--- config.mk ---
export PLATFORM = sky130hd
export DESIGN_NAME = synapse_integrator
export DESIGN_NICKNAME = d
export VERILOG_FILES = /design/src/rtl/synapse_integrator.sv
export SDC_FILE = /design/constraint.sdc
export NUM_CORES = 1
export LEC_CHECK = 0
export CAP_MARGIN = 20
export CORE_UTILIZATION = 32
export CTS_CLUSTER_SIZE = 25
export DETAILED_ROUTE_END_ITERATION = 8
export SYNTH_ARGS = -nofsm -noshare
export SYNTH_HDL_FRONTEND = slang
export SYNTH_SLANG_ARGS = --single-unit
export TNS_END_PERCENT = 5
--- constraint.sdc ---
create_clock -name clk -period 5.7 [get_ports clk]
set_input_delay 0.855 -clock clk [delete_from_list [all_inputs] [get_ports clk]]
set_output_delay 0.855 -clock clk [all_outputs]
set_load 0.05 [all_outputs]
--- src/rtl/synapse_integrator.sv ---
// Sequential synapse integrator: scans one axon per cycle, sums typed weights
// (deterministic or LFSR-stochastic). Define SYN_SATURATE_EN for a saturating accumulator.
module synapse_integrator #(
    parameter int          NUM_AXONS = 16,
    parameter int          WEIGHT_W  = 8,
    parameter int          ACC_W     = 16,
    parameter logic [15:0] LFSR_SEED = 16'hACE1
) (
    input  logic                     clk,
    input  logic                     rst,
    input  logic                     start,
    input  logic [NUM_AXONS-1:0]     axon_spikes,
    input  logic [NUM_AXONS-1:0]     connect,
    input  logic [2*NUM_AXONS-1:0]   axon_types,
    input  logic [4*WEIGHT_W-1:0]    weights,
    input  logic [3:0]               stoch_mode,
    output logic                     busy,
    output logic                     out_valid,
    input  logic                     out_ready,
    output logic [ACC_W-1:0]         sum_out
);
    localparam int IDX_W = (NUM_AXONS > 1) ? $clog2(NUM_AXONS) : 1;
    localparam logic [ACC_W-1:0] PLUS_ONE  = ACC_W'(1);
    localparam logic [ACC_W-1:0] MINUS_ONE = '1;

    typedef enum logic [1:0] {IDLE, SCAN, HOLD} state_t;

    state_t                   state_reg, state_next;
    logic [NUM_AXONS-1:0]     spikes_reg;
    logic [NUM_AXONS-1:0]     connect_reg;
    logic [2*NUM_AXONS-1:0]   types_reg;
    logic [4*WEIGHT_W-1:0]    weights_reg;
    logic [3:0]               stoch_reg;
    logic [ACC_W-1:0]         acc_reg, acc_next;
    logic [IDX_W-1:0]         idx_reg;
    logic [15:0]              lfsr_reg, lfsr_next;
    logic [ACC_W-1:0]         sum_reg;
    logic                     valid_reg;

    logic [WEIGHT_W-1:0]      rnd;
    logic [WEIGHT_W-1:0]      type_w       [4];
    logic [WEIGHT_W:0]        type_mag     [4];
    logic [ACC_W-1:0]         type_ext     [4];
    logic [ACC_W-1:0]         type_contrib [4];
    logic [1:0]               cur_type;
    logic                     active;
    logic                     last;
    logic [ACC_W-1:0]         contrib;

    assign lfsr_next = {lfsr_reg[14:0], lfsr_reg[15] ^ lfsr_reg[13] ^ lfsr_reg[12] ^ lfsr_reg[10]};
    assign rnd       = lfsr_reg[WEIGHT_W-1:0];

    // Every type's contribution is formed in parallel against the current LFSR draw;
    // the scanned axon then just picks its type.
    genvar gi;
    generate
        for (gi = 0; gi < 4; gi++) begin : g_type
            assign type_w[gi]   = weights_reg[gi*WEIGHT_W +: WEIGHT_W];
            assign type_ext[gi] = {{(ACC_W-WEIGHT_W){type_w[gi][WEIGHT_W-1]}}, type_w[gi]};
            assign type_mag[gi] = type_w[gi][WEIGHT_W-1]
                                ? (~{1'b1, type_w[gi]} + {{WEIGHT_W{1'b0}}, 1'b1})
                                : {1'b0, type_w[gi]};
            assign type_contrib[gi] = !stoch_reg[gi] ? type_ext[gi]
                                    : (({1'b0, rnd} < type_mag[gi])
                                        ? (type_w[gi][WEIGHT_W-1] ? MINUS_ONE : PLUS_ONE)
                                        : '0);
        end
    endgenerate

    assign cur_type = types_reg[2*idx_reg +: 2];
    assign active   = spikes_reg[idx_reg] & connect_reg[idx_reg];
    assign contrib  = active ? type_contrib[cur_type] : '0;
    assign last     = (idx_reg == IDX_W'(NUM_AXONS-1));

`ifdef SYN_SATURATE_EN
    logic [ACC_W:0] wide_sum;
    assign wide_sum = {acc_reg[ACC_W-1], acc_reg} + {contrib[ACC_W-1], contrib};
    always_comb begin
        acc_next = wide_sum[ACC_W-1:0];
        if (wide_sum[ACC_W] != wide_sum[ACC_W-1]) begin
            acc_next = wide_sum[ACC_W] ? {1'b1, {(ACC_W-1){1'b0}}} : {1'b0, {(ACC_W-1){1'b1}}};
        end
    end
`else
    assign acc_next = acc_reg + contrib;
`endif

    always_comb begin
        state_next = state_reg;
        case (state_reg)
            IDLE:    if (start) state_next = SCAN;
            SCAN:    if (last) state_next = HOLD;
            HOLD:    if (out_ready) state_next = IDLE;
            default: state_next = IDLE;
        endcase
    end

    always_ff @(posedge clk) begin
        if (rst) state_reg <= IDLE;
        else     state_reg <= state_next;
    end

    always_ff @(posedge clk) begin
        if (rst) begin
            spikes_reg  <= '0;
            connect_reg <= '0;
            types_reg   <= '0;
            weights_reg <= '0;
            stoch_reg   <= '0;
            acc_reg     <= '0;
            idx_reg     <= '0;
            lfsr_reg    <= LFSR_SEED;
            sum_reg     <= '0;
            valid_reg   <= 1'b0;
        end else begin
            case (state_reg)
                IDLE: begin
                    if (start) begin
                        spikes_reg  <= axon_spikes;
                        connect_reg <= connect;
                        types_reg   <= axon_types;
                        weights_reg <= weights;
                        stoch_reg   <= stoch_mode;
                        acc_reg     <= '0;
                        idx_reg     <= '0;
                    end
                end
                SCAN: begin
                    acc_reg  <= acc_next;
                    lfsr_reg <= lfsr_next;
                    idx_reg  <= idx_reg + IDX_W'(1);
                    if (last) begin
                        sum_reg   <= acc_next;
                        valid_reg <= 1'b1;
                    end
                end
                HOLD: begin
                    if (out_ready) valid_reg <= 1'b0;
                end
                default: valid_reg <= 1'b0;
            endcase
        end
    end

    assign busy      = (state_reg != IDLE);
    assign out_valid = valid_reg;
    assign sum_out   = sum_reg;
endmodule

# After elaboration in Yosys (flattened, before gate mapping)
# Index checks and enable logic that the tools add are counted.
dict set report classes {
  n_addsub 6
  n_lt_le_gt_ge 6
  n_eq_ne 6
  shift 1
  n_mux 35
  n_bitwise 10
  n_reduce_logical 8
}
# op count
set ops {}
lappend ops {{2-to-1 mux 16 bit} 16}
lappend ops {{adder 9 x 1 -> 9 bit (second input constant)} 4}
lappend ops {{less-than comparator 8 x 9 -> 1 bit} 4}
lappend ops {{2-to-1 mux 9 bit} 4}
lappend ops {{NOT 9 bit} 4}
lappend ops {{binary-select mux 16 bit (select 2 bit)} 1}
lappend ops {{one-hot mux 16 bit (2 select lines)} 1}
lappend ops {{variable part select 32 x 6 -> 2 bit} 1}
lappend ops {{adder 16 bit} 1}
lappend ops {{binary-select mux 1 bit (select 4 bit)} 2}
lappend ops {{one-hot mux 4 bit (2 select lines)} 1}
lappend ops {{2-to-1 mux 2 bit} 3}
lappend ops {{!= test 2 bit (second input constant)} 3}
lappend ops {{one-hot mux 2 bit (3 select lines)} 1}
lappend ops {{AND reduction 2 bit} 3}
lappend ops {{AND reduction 3 bit} 2}
lappend ops {{less-than comparator 4 x 5 -> 1 bit (second input constant)} 1}
lappend ops {{adder 4 x 1 -> 4 bit (second input constant)} 1}
lappend ops {{== test 4 bit (second input constant)} 1}
lappend ops {{2-to-1 mux 1 bit} 4}
lappend ops {{2-to-1 mux 4 bit} 1}
lappend ops {{nonzero test 2 bit} 2}
lappend ops {{>= comparator 3 bit (second input constant)} 1}
lappend ops {{NOT 2 -> 3 bit} 1}
lappend ops {{other kinds (7)} 9}
dict set report totals {
  regBits 155
  input_bits 104
  out_inout_bits 18
  word_cells 83
}

# Logic depth before layout (Yosys ltp)
# Gate-level depths: netlist (run 1).
dict set report depth {
  word_depth 12
  mapped_depth 24
  mapped_depth_nobuf 24
}

# Worst setup path before layout (run 1)
# Ideal clock, no wire load.
dict set report synth_timing {
  path_type {reg2reg}
  from {register weights_reg[26]}
  to {register sum_reg[14] (netlist: sum_out[14])}
  setup_ps 140
  arrival_ps 4453
  required_time_ps 5560
  setup_slack_ps 1107
  path_stages_with_launch 23
  path_buffers 0
  synth_period_minus_slack_ps 4593
  path_cell_list {dfxtp_1 > or3_1 > o31ai_1 > xor2_1 > ha_1 > a21o_1 > a21o_1 > a21oi_1 > o221a_2 > a21boi_0 > nor3_1 > a311oi_1 > ha_1 > inv_1 > fa_1 > nand2b_1 > a21boi_0 > o21ai_0 > a211oi_1 > o211a_1 > o211a_1 > or2_2 > o311ai_0}
}
dict set report synth_via {
  elab_chain_len 11
}
# item line
set synth_lines {}
lappend synth_lines {{start, declared} 32} ;# logic [4*WEIGHT_W-1:0] weights_reg;
lappend synth_lines {{start signal, assigned} 122} ;# weights_reg <= weights;
lappend synth_lines {{NOT 9 bit} 61} ;# ? (~{1'b1, type_w[gi]} + {{WEIGHT_W{1'b0}}, 1'b1})
lappend synth_lines {{adder 9 x 1 -> 9 bit} 61}
lappend synth_lines {{2-to-1 mux 9 bit} 61}
lappend synth_lines {{less-than comparator 8 x 9 -> 1 bit} 64} ;# : (({1'b0, rnd} < type_mag[gi])
lappend synth_lines {{2-to-1 mux 16 bit} 65} ;# ? (type_w[gi][WEIGHT_W-1] ? MINUS_ONE : PLUS_ONE)
lappend synth_lines {{2-to-1 mux 16 bit *} 63} ;# assign type_contrib[gi] = !stoch_reg[gi] ? type_ext[gi]
lappend synth_lines {{binary-select mux 16 bit (select 2 bit) *} 72} ;# assign contrib = active ? type_contrib[cur_type] : '0;
lappend synth_lines {{2-to-1 mux 16 bit (implied by the code) * (2 in a row)} 72}
lappend synth_lines {{2-to-1 mux 16 bit *} 72}
lappend synth_lines {{adder 16 bit *} 85} ;# assign acc_next = acc_reg + contrib;
lappend synth_lines {{end signal, assigned} 133} ;# sum_reg <= acc_next;
lappend synth_lines {{end, declared} 37} ;# logic [ACC_W-1:0] sum_reg;
# Mark *: on every way between the ends. The rest lies on a longest branch, timed or not. The select of a mux whose other input is x is not followed.
# A chain may end at the register's enable or synchronous reset.

# Worst setup path in the final report (run 1)
dict set report layout_timing {
  from {register weights_reg[8]}
  to {register sum_reg[14] (netlist: sum_out[14])}
}
# The elaborated chain is that of the path after synthesis.

==> results.md, run 1 <==
* Largest net degree at the start of global routing at 103
* Die Ht at 161 um
* Cell Area, Synth at 8110 um^2
* Max Slew Vio Count at 0
* Post-synth EDFFs at 0
* Clock tree buffer depth at 2
* Clock slew at reported path FFs at about 0.07 ns
* Crit-path leading delay family: compound AO/OA/AOI/OAI gates
* Via count at 7472
* Data arrival, critical path at roughly 5.5 ns
* Bufs and invs on worst path at 0
* Total gr overflow at 0
* Vias in the first global route at between 7000 and 8000
* Tmin final at 5.19 ns
* Status: complete, no violations
* Post-DP HPWL at 15000 um
* Synth warnings at 0
* Number of I/O pins at 122
* Worst-path fanout max at 6
* Starting DRC count in detailed routing at 440
* FMAX at 193 MHz
* All-layer global routing usage at 0.168
* Max incr delay on CP at 0.42 ns
* Core Region at 24600 um^2
* Cell mode on critical path: a21o_1
* Worst setup SP type: flip-flop
* RSZ-0062 raised after global routing: false
* Relative slew slack at 0.295
* CTS root buf: clkbuf_16
* Leakage power at 3.78 nW
* Placed cell areas at ~9500 um^2
* ANT nets after route at 0
* CTS tree: built
* Post-Route WL at roughly 22000 um
* Flops & latches, synth at 155
* Worst setup EP type: flip-flop
* Post-synthesis instance total at ~1100
* Syn nets at 1206
* Max Clock Skew at 0.0136 ns
* CP max-delay cell: or3_1
* WL/cell at 14.6 um
* Die X at 161 um
* Final period util at 0.911
* Port-buffer cells at 121
* GP Congestion at 0.893
* Die area at 26000 um^2
* Hold crit path type: reg -> reg
* Initial Util at 0.330
* Ant diodes at 0
* Asr flop ratio synth at 0
* Final hold vios at 0
* Cell row count at 57
* Ys flop type: dfxtp_1
* CTS sink cnt at 155
* Post-route design area at 10200 um^2
* Hold-fix buffers at CTS at 0
* Cell Pwr Density at slightly below 300 nW/um^2
* Antenna violations before repair at 0
* Slew @ Worst Pin at 1.06 ns
* Post-synthesis cell type count at between 60 and 70
* Layout cells sized above 1 at 0.0549
* Layout Nets at 1287
* Post-layout util at 0.413
* Num CTS Buffers at 17
* DRT Pass-1 Iters at 5
* Setup TNS at 0 ns
* Layout area overhead at 25.3%
* Synthesized area per cell at roughly 7.7 um^2
* Resize count post-CTS at 0
* Sequential share of the synthesized area at 0.383
* First-pass GRT wire length at 35300 um
* CTS H-tree lvls at 4
* Post-CTS Setup Inserts at 0
* Worst EP required at 6.02 ns
* Setup violators final at 0
* Max-cap viol count at 0
* Clock latency on the worst-skew pair at 0.44 ns
* Setup CP Type: reg -> reg
* DR vias/cell at 5.08
* VDD IR max at ~0.15 mV
* # DRC at 0
* Crit-path cells: or3_1 > o31ai_1 > xor2_1 > ha_1 > a21o_1 > a21o_1 > a21o_1 > a21boi_2 > nand3_1 > o22ai_1 > nor2_1 > nor3_1 > ha_1 > o21a_1 > o21ai_0 > a211oi_1 > o211a_1 > o211a_1 > or2_2 > o311ai_0
## metrics by stage
step	total power, mW	setup slack (ns)	std cells	hold WS (ns)
finish	2.94	0.507	1471	0.454
global route	3.09	0.0143	1471	0.466
CTS	2.97	0.472	1471	0.456
detailed placement	1.78	0.583	1439	0.446
global placement	1.77	0.732	1439	0.439
floorplan	1.59	1.11	1053	0.432
## logic make-up (layout without fill, tap and decap cells)
kind of cell,after synthesis,in the layout,synth area share
DFF,155,155,0.383
xor gates and xnor gates,32,32,0.0362
buffers and inverters,88,182,0.0421
and+or+nand+nor,451,451,0.236
adders and majority gates,49,49,0.0765
muxes,17,17,0.0375
AOI/OAI and AO/OA,261,261,0.189
## per-layer routing
| layer | track usage | routed length (um) | vias to the layer above |
|---|---|---|---|
| li1 | - | - | 3782 |
| met1 | 0.221 | 10100 | 3482 |
| met2 | 0.277 | 10000 | 183 |
| met3 | 0.0347 | 1070 | 25 |
| met4 | 0.0446 | 263 | 0 |
| met5 | 0 | 0 | - |
## placed cells by master, fill, tap and decap left out, types with 5 or more instances in the layout
cell type / netlist / layout
mux2i_1: 6 / 6
a211oi_1: 7 / 7
nand2_1: 289 / 288
o21a_1: 7 / 7
inv_1: 21 / 21
o22ai_1: 10 / 10
nand3_1: 27 / 27
o21ai_0: 33 / 33
xor2_1: 18 / 18
or3_1: 9 / 9
a31oi_1: 5 / 5
clkdlybuf4s50_1: 0 / 120
ha_1: 48 / 48
xnor2_1: 13 / 13
a21o_1: 12 / 12
buf_4: 0 / 9
nand3b_1: 13 / 13
o31ai_1: 5 / 5
nand4_1: 5 / 5
clkbuf_16: 0 / 17
o211ai_1: 5 / 5
nand2b_1: 7 / 7
nor3_1: 15 / 15
dfxtp_1: 155 / 155
a21oi_1: 149 / 149
mux4_2: 8 / 8
nor2_1: 67 / 67
clkinv_8: 0 / 5
## layout make-up
class,count,area (um^2)
repair buffers,129,1270
clock buffers,17,425
multi-input cells,810,4680
inverters,21,78.8
clock inverters,15,200
well taps,324,405
flip-flops and latches,155,3100
fillers,2538,14400
## worst min-delay path, delay by kind of cell, from the launching register on
| family | cells | cell delay, ns |
|---|---|---|
| flip-flops | 1 | 0.31 |
| AO/OA/AOI/OAI | 1 | 0.05 |
| AND/OR/NAND/NOR | 1 | 0.05 |
## Yosys cell counts (2+ instances only)
cell,number,area [um^2]
nand2_1,289,1080
dfxtp_1,155,3100
a21oi_1,149,746
nor2_1,67,251
clkbuf_1,58,218
ha_1,48,601
o21ai_0,33,165
nand3_1,27,135
inv_1,21,78.8
xor2_1,18,158
nor3_1,15,75.1
nand3b_1,13,97.6
xnor2_1,13,114
a21o_1,12,90.1
o22ai_1,10,62.6
or3_1,9,56.3
mux4_2,8,180
a211oi_1,7,52.6
nand2b_1,7,43.8
o21a_1,7,52.6
mux2i_1,6,60.1
a31oi_1,5,31.3
buf_1,5,18.8
nand4_1,5,31.3
o211ai_1,5,37.5
o31ai_1,5,37.5
nor2b_1,4,25.0
a21boi_0,3,22.5
buf_2,3,15.0
nor3b_1,3,22.5
a211o_1,2,17.5
a211oi_2,2,25.0
and2_1,2,12.5
mux4_1,2,52.6
nor4b_1,2,17.5
o2111ai_1,2,17.5
o211a_1,2,20.0
o21ai_1,2,10.0
o221ai_1,2,17.5
o311ai_0,2,17.5
or2_2,2,12.5
or4_1,2,15.0
## power by group
| part | switching [mW] | total [mW] | internal [mW] |
|---|---|---|---|
| registers | 0.0761 | 1.23 | 1.15 |
| clock network | 0.547 | 1.18 | 0.636 |
| logic | 0.294 | 0.523 | 0.228 |
| total | 0.918 | 2.94 | 2.02 |
## path summary, 6_finish.rpt
kind                          startpoint                   endpoint  slack [ns]  cells after the start
max          weights_reg[8]$_SDFFE_PP0P_   sum_out[14]$_SDFFE_PP0P_        0.51                     20
min            types_reg[1]$_SDFFE_PP0P_  types_reg[1]$_SDFFE_PP0P_        0.45                      2
max reg2reg  weights_reg[8]$_SDFFE_PP0P_   sum_out[14]$_SDFFE_PP0P_        0.51                     20
min reg2reg    types_reg[1]$_SDFFE_PP0P_  types_reg[1]$_SDFFE_PP0P_        0.45                      2
(Power assumes the default switching activity.)
==> inputs of run 2 (changes only) <==
--- a/config.mk
+++ b/config.mk
@@ -6,9 +6,10 @@
 export NUM_CORES = 1
 export LEC_CHECK = 0
 export CAP_MARGIN = 20
-export CORE_UTILIZATION = 32
+export CORE_UTILIZATION = 40
 export CTS_CLUSTER_SIZE = 25
 export DETAILED_ROUTE_END_ITERATION = 8
+export GPL_TIMING_DRIVEN = 0
 export SYNTH_ARGS = -nofsm -noshare
 export SYNTH_HDL_FRONTEND = slang
 export SYNTH_SLANG_ARGS = --single-unit
==> run 2 against run 1 <==
Against the previous run:
- combinational power increased by 6.5%
- clock power barely moved
- worst hold slack got worse by 0.0023 ns
- fmax decreased by 1.5%
- clock-buffer cell count stayed put
- register-to-register slack got worse by 0.08 ns
- core utilization rose by 11 points
- non-clock buffer count grew 58
- largest cell class unchanged
==> results.md, run 2 (same netlist as run 1, synthesis figures left out) <==
* Status: complete, no violations
* Data arrival, critical path at 5.58 ns
* Bufs and invs on worst path at 0
* Post-DP HPWL at 16600 um
* Cell row count at 51
* Ant diodes at 0
* CP max-delay cell: or3_1
* DR vias/cell at 5.12
* Hold_sp: types_reg[5]$_SDFFE_PP0P_
* CTS root buf: clkbuf_16
* Slew @ Worst Pin at 1.02 ns
* Initial Util at 0.413
* WL/cell at 15.0 um
* Tmin final at 5.27 ns
* CTS tree: built
* Clock tree buffer depth at 2
* Most common cell after layout, fill and taps aside: nand2_1
* Max-cap viol count at 0
* Worst path depth at 20
* Hold crit path type: reg -> reg
* Layout area overhead at 26.6%
* Die X at around 140 um
* Port-buffer cells at 120
* # DRC at 0
* Most frequent cells in the layout: nand2_1 (289), dfxtp_1 (155), a21oi_1 (149)
* Setup violators final at 0
* Max Slew Vio Count at 0
* Power Total at 2.95 mW
* Core Region at around 20000 um^2
* FF-to-FF End: sum_out[14]$_SDFFE_PP0P_
* Leakage power at 3.83 nW
* Max Clock Skew at 0.0165 ns
* Worst Setup SP: weights_reg[0]$_SDFFE_PP0P_
* Final hold vios at 0
* Reg-to-Reg Start: weights_reg[0]$_SDFFE_PP0P_
* DRT Pass-1 Iters at 5
* Die area at 20900 um^2
* Setup CP Type: reg -> reg
* VDD IR max at 0.209 mV
* Setup TNS at 0 ns
* Worst-path fanout max at 6
* First-pass GRT wire length at 35400 um
* Antenna violations before repair at 0
* CTS H-tree lvls at 4
* Num CTS Buffers at 17
* Hold-fix buffers at CTS at 0
* Post-layout util at 0.522
* Total gr overflow at 0
* Crit-path cells: or3_1 > o31ai_1 > xor2_1 > ha_1 > a21o_1 > a211oi_1 > o21ai_0 > a21oi_1 > o21ai_0 > o22ai_1 > nor2_1 > nor3_1 > ha_1 > o21a_1 > o21ai_1 > a211oi_1 > o211a_1 > o211a_1 > or2_2 > o311ai_0
* Starting DRC count in detailed routing at 412
* ANT nets after route at 0
* Die Ht at 144 um
* Crit-path leading delay family: compound AO/OA/AOI/OAI gates
* Clock latency on the worst-skew pair at 0.44 ns
* Layout cells sized above 1 at 0.0465
* FMAX at 190 MHz
* RSZ-0062 raised after global routing: false
* Via count at 7523
* Placed cell areas at 9640 um^2
* Worst setup EP type: flip-flop
* Worst setup SP type: flip-flop
* R2R depth at 20
* Largest net degree at the start of global routing at 19
* Clock slew at reported path FFs at 0.07 ns
* Layout Nets at 1345
* Max incr delay on CP at 0.43 ns
* Hold path depth at 2
* Relative slew slack at 0.318
* Post-route design area at 10300 um^2
* GP Congestion at 0.842
* Crit path to: sum_out[14]$_SDFFE_PP0P_
* Cell Pwr Density at 288 nW/um^2
* CTS sink cnt at 155
* R2R setup slack at about 0.43 ns
* Post-Route WL at between 20000 and 25000 um
* Number of I/O pins at 122
* Worst EP required at approximately 6 ns
* Final period util at 0.925
* Vias in the first global route at 6953
* All-layer global routing usage at 0.221
run 2: cell types whose count changed in the layout (fill, tap and decap cells not counted), moves of 2 or more:
cell      delta
buf_1        +5
buf_2        +3
buf_4        -9
clkbuf_1    +58
clkinv_8     -2
inv_8        +3
run 2: routing by layer:
| layer | vias to the layer above | share of wire | track usage |
|---|---|---|---|
| met2 | 157 | 0.47 | 0.363 |
| met3 | 25 | 0.044 | 0.0460 |
| met4 | 0 | 0.017 | 0.0742 |
| met1 | 3439 | 0.47 | 0.285 |
| li1 | 3902 | - | - |
| met5 | - | 0 | 0 |
run 2: layout make-up:
type | instances | area, um^2
multi-input cells | 810 | 4670
well taps | 265 | 332
clock buffers | 17 | 425
inverters | 21 | 78.8
flip-flops and latches | 155 | 3100
plain buffers | 67 | 263
fillers | 2016 | 9390
clock inverters | 15 | 193
repair buffers | 120 | 1200
run 2: power by group:
group / switching (mW) / internal (mW)
logic: 0.319 / 0.238
clock network: 0.544 / 0.637
registers: 0.0614 / 1.15
run 2: stage by stage:
step	setup slack [ns]	hold slack, ns	instances
floorplan	1.11	0.432	1053
global placement	0.388	0.439	1438
detailed placement	0.332	0.443	1438
CTS	0.262	0.453	1470
global route	0.00853	0.474	1470
finish	0.425	0.452	1470
run 2: worst min-delay path, cell delays in order (launching register included):
cell	delay, ns
dfxtp_1	0.31
nand2_1	0.05
a21oi_1	0.05
run 2: worst min-delay path by stage:
stage	end	slack [ns]
2_1_floorplan	types_reg[19]$_SDFFE_PP0P_	0.43
3_3_place_gp	types_reg[15]$_SDFFE_PP0P_	0.44
3_5_place_dp	types_reg[5]$_SDFFE_PP0P_	0.44
4_1_cts	types_reg[5]$_SDFFE_PP0P_	0.45
5_1_grt	types_reg[19]$_SDFFE_PP0P_	0.47
6_report	types_reg[5]$_SDFFE_PP0P_	0.45
run 2: what timing repair did:
action,CTS,global route
setup buffers,0,0
setup endpoints to repair,0,4
resized for setup,0,3
endpoints found under the hold margin,0,0
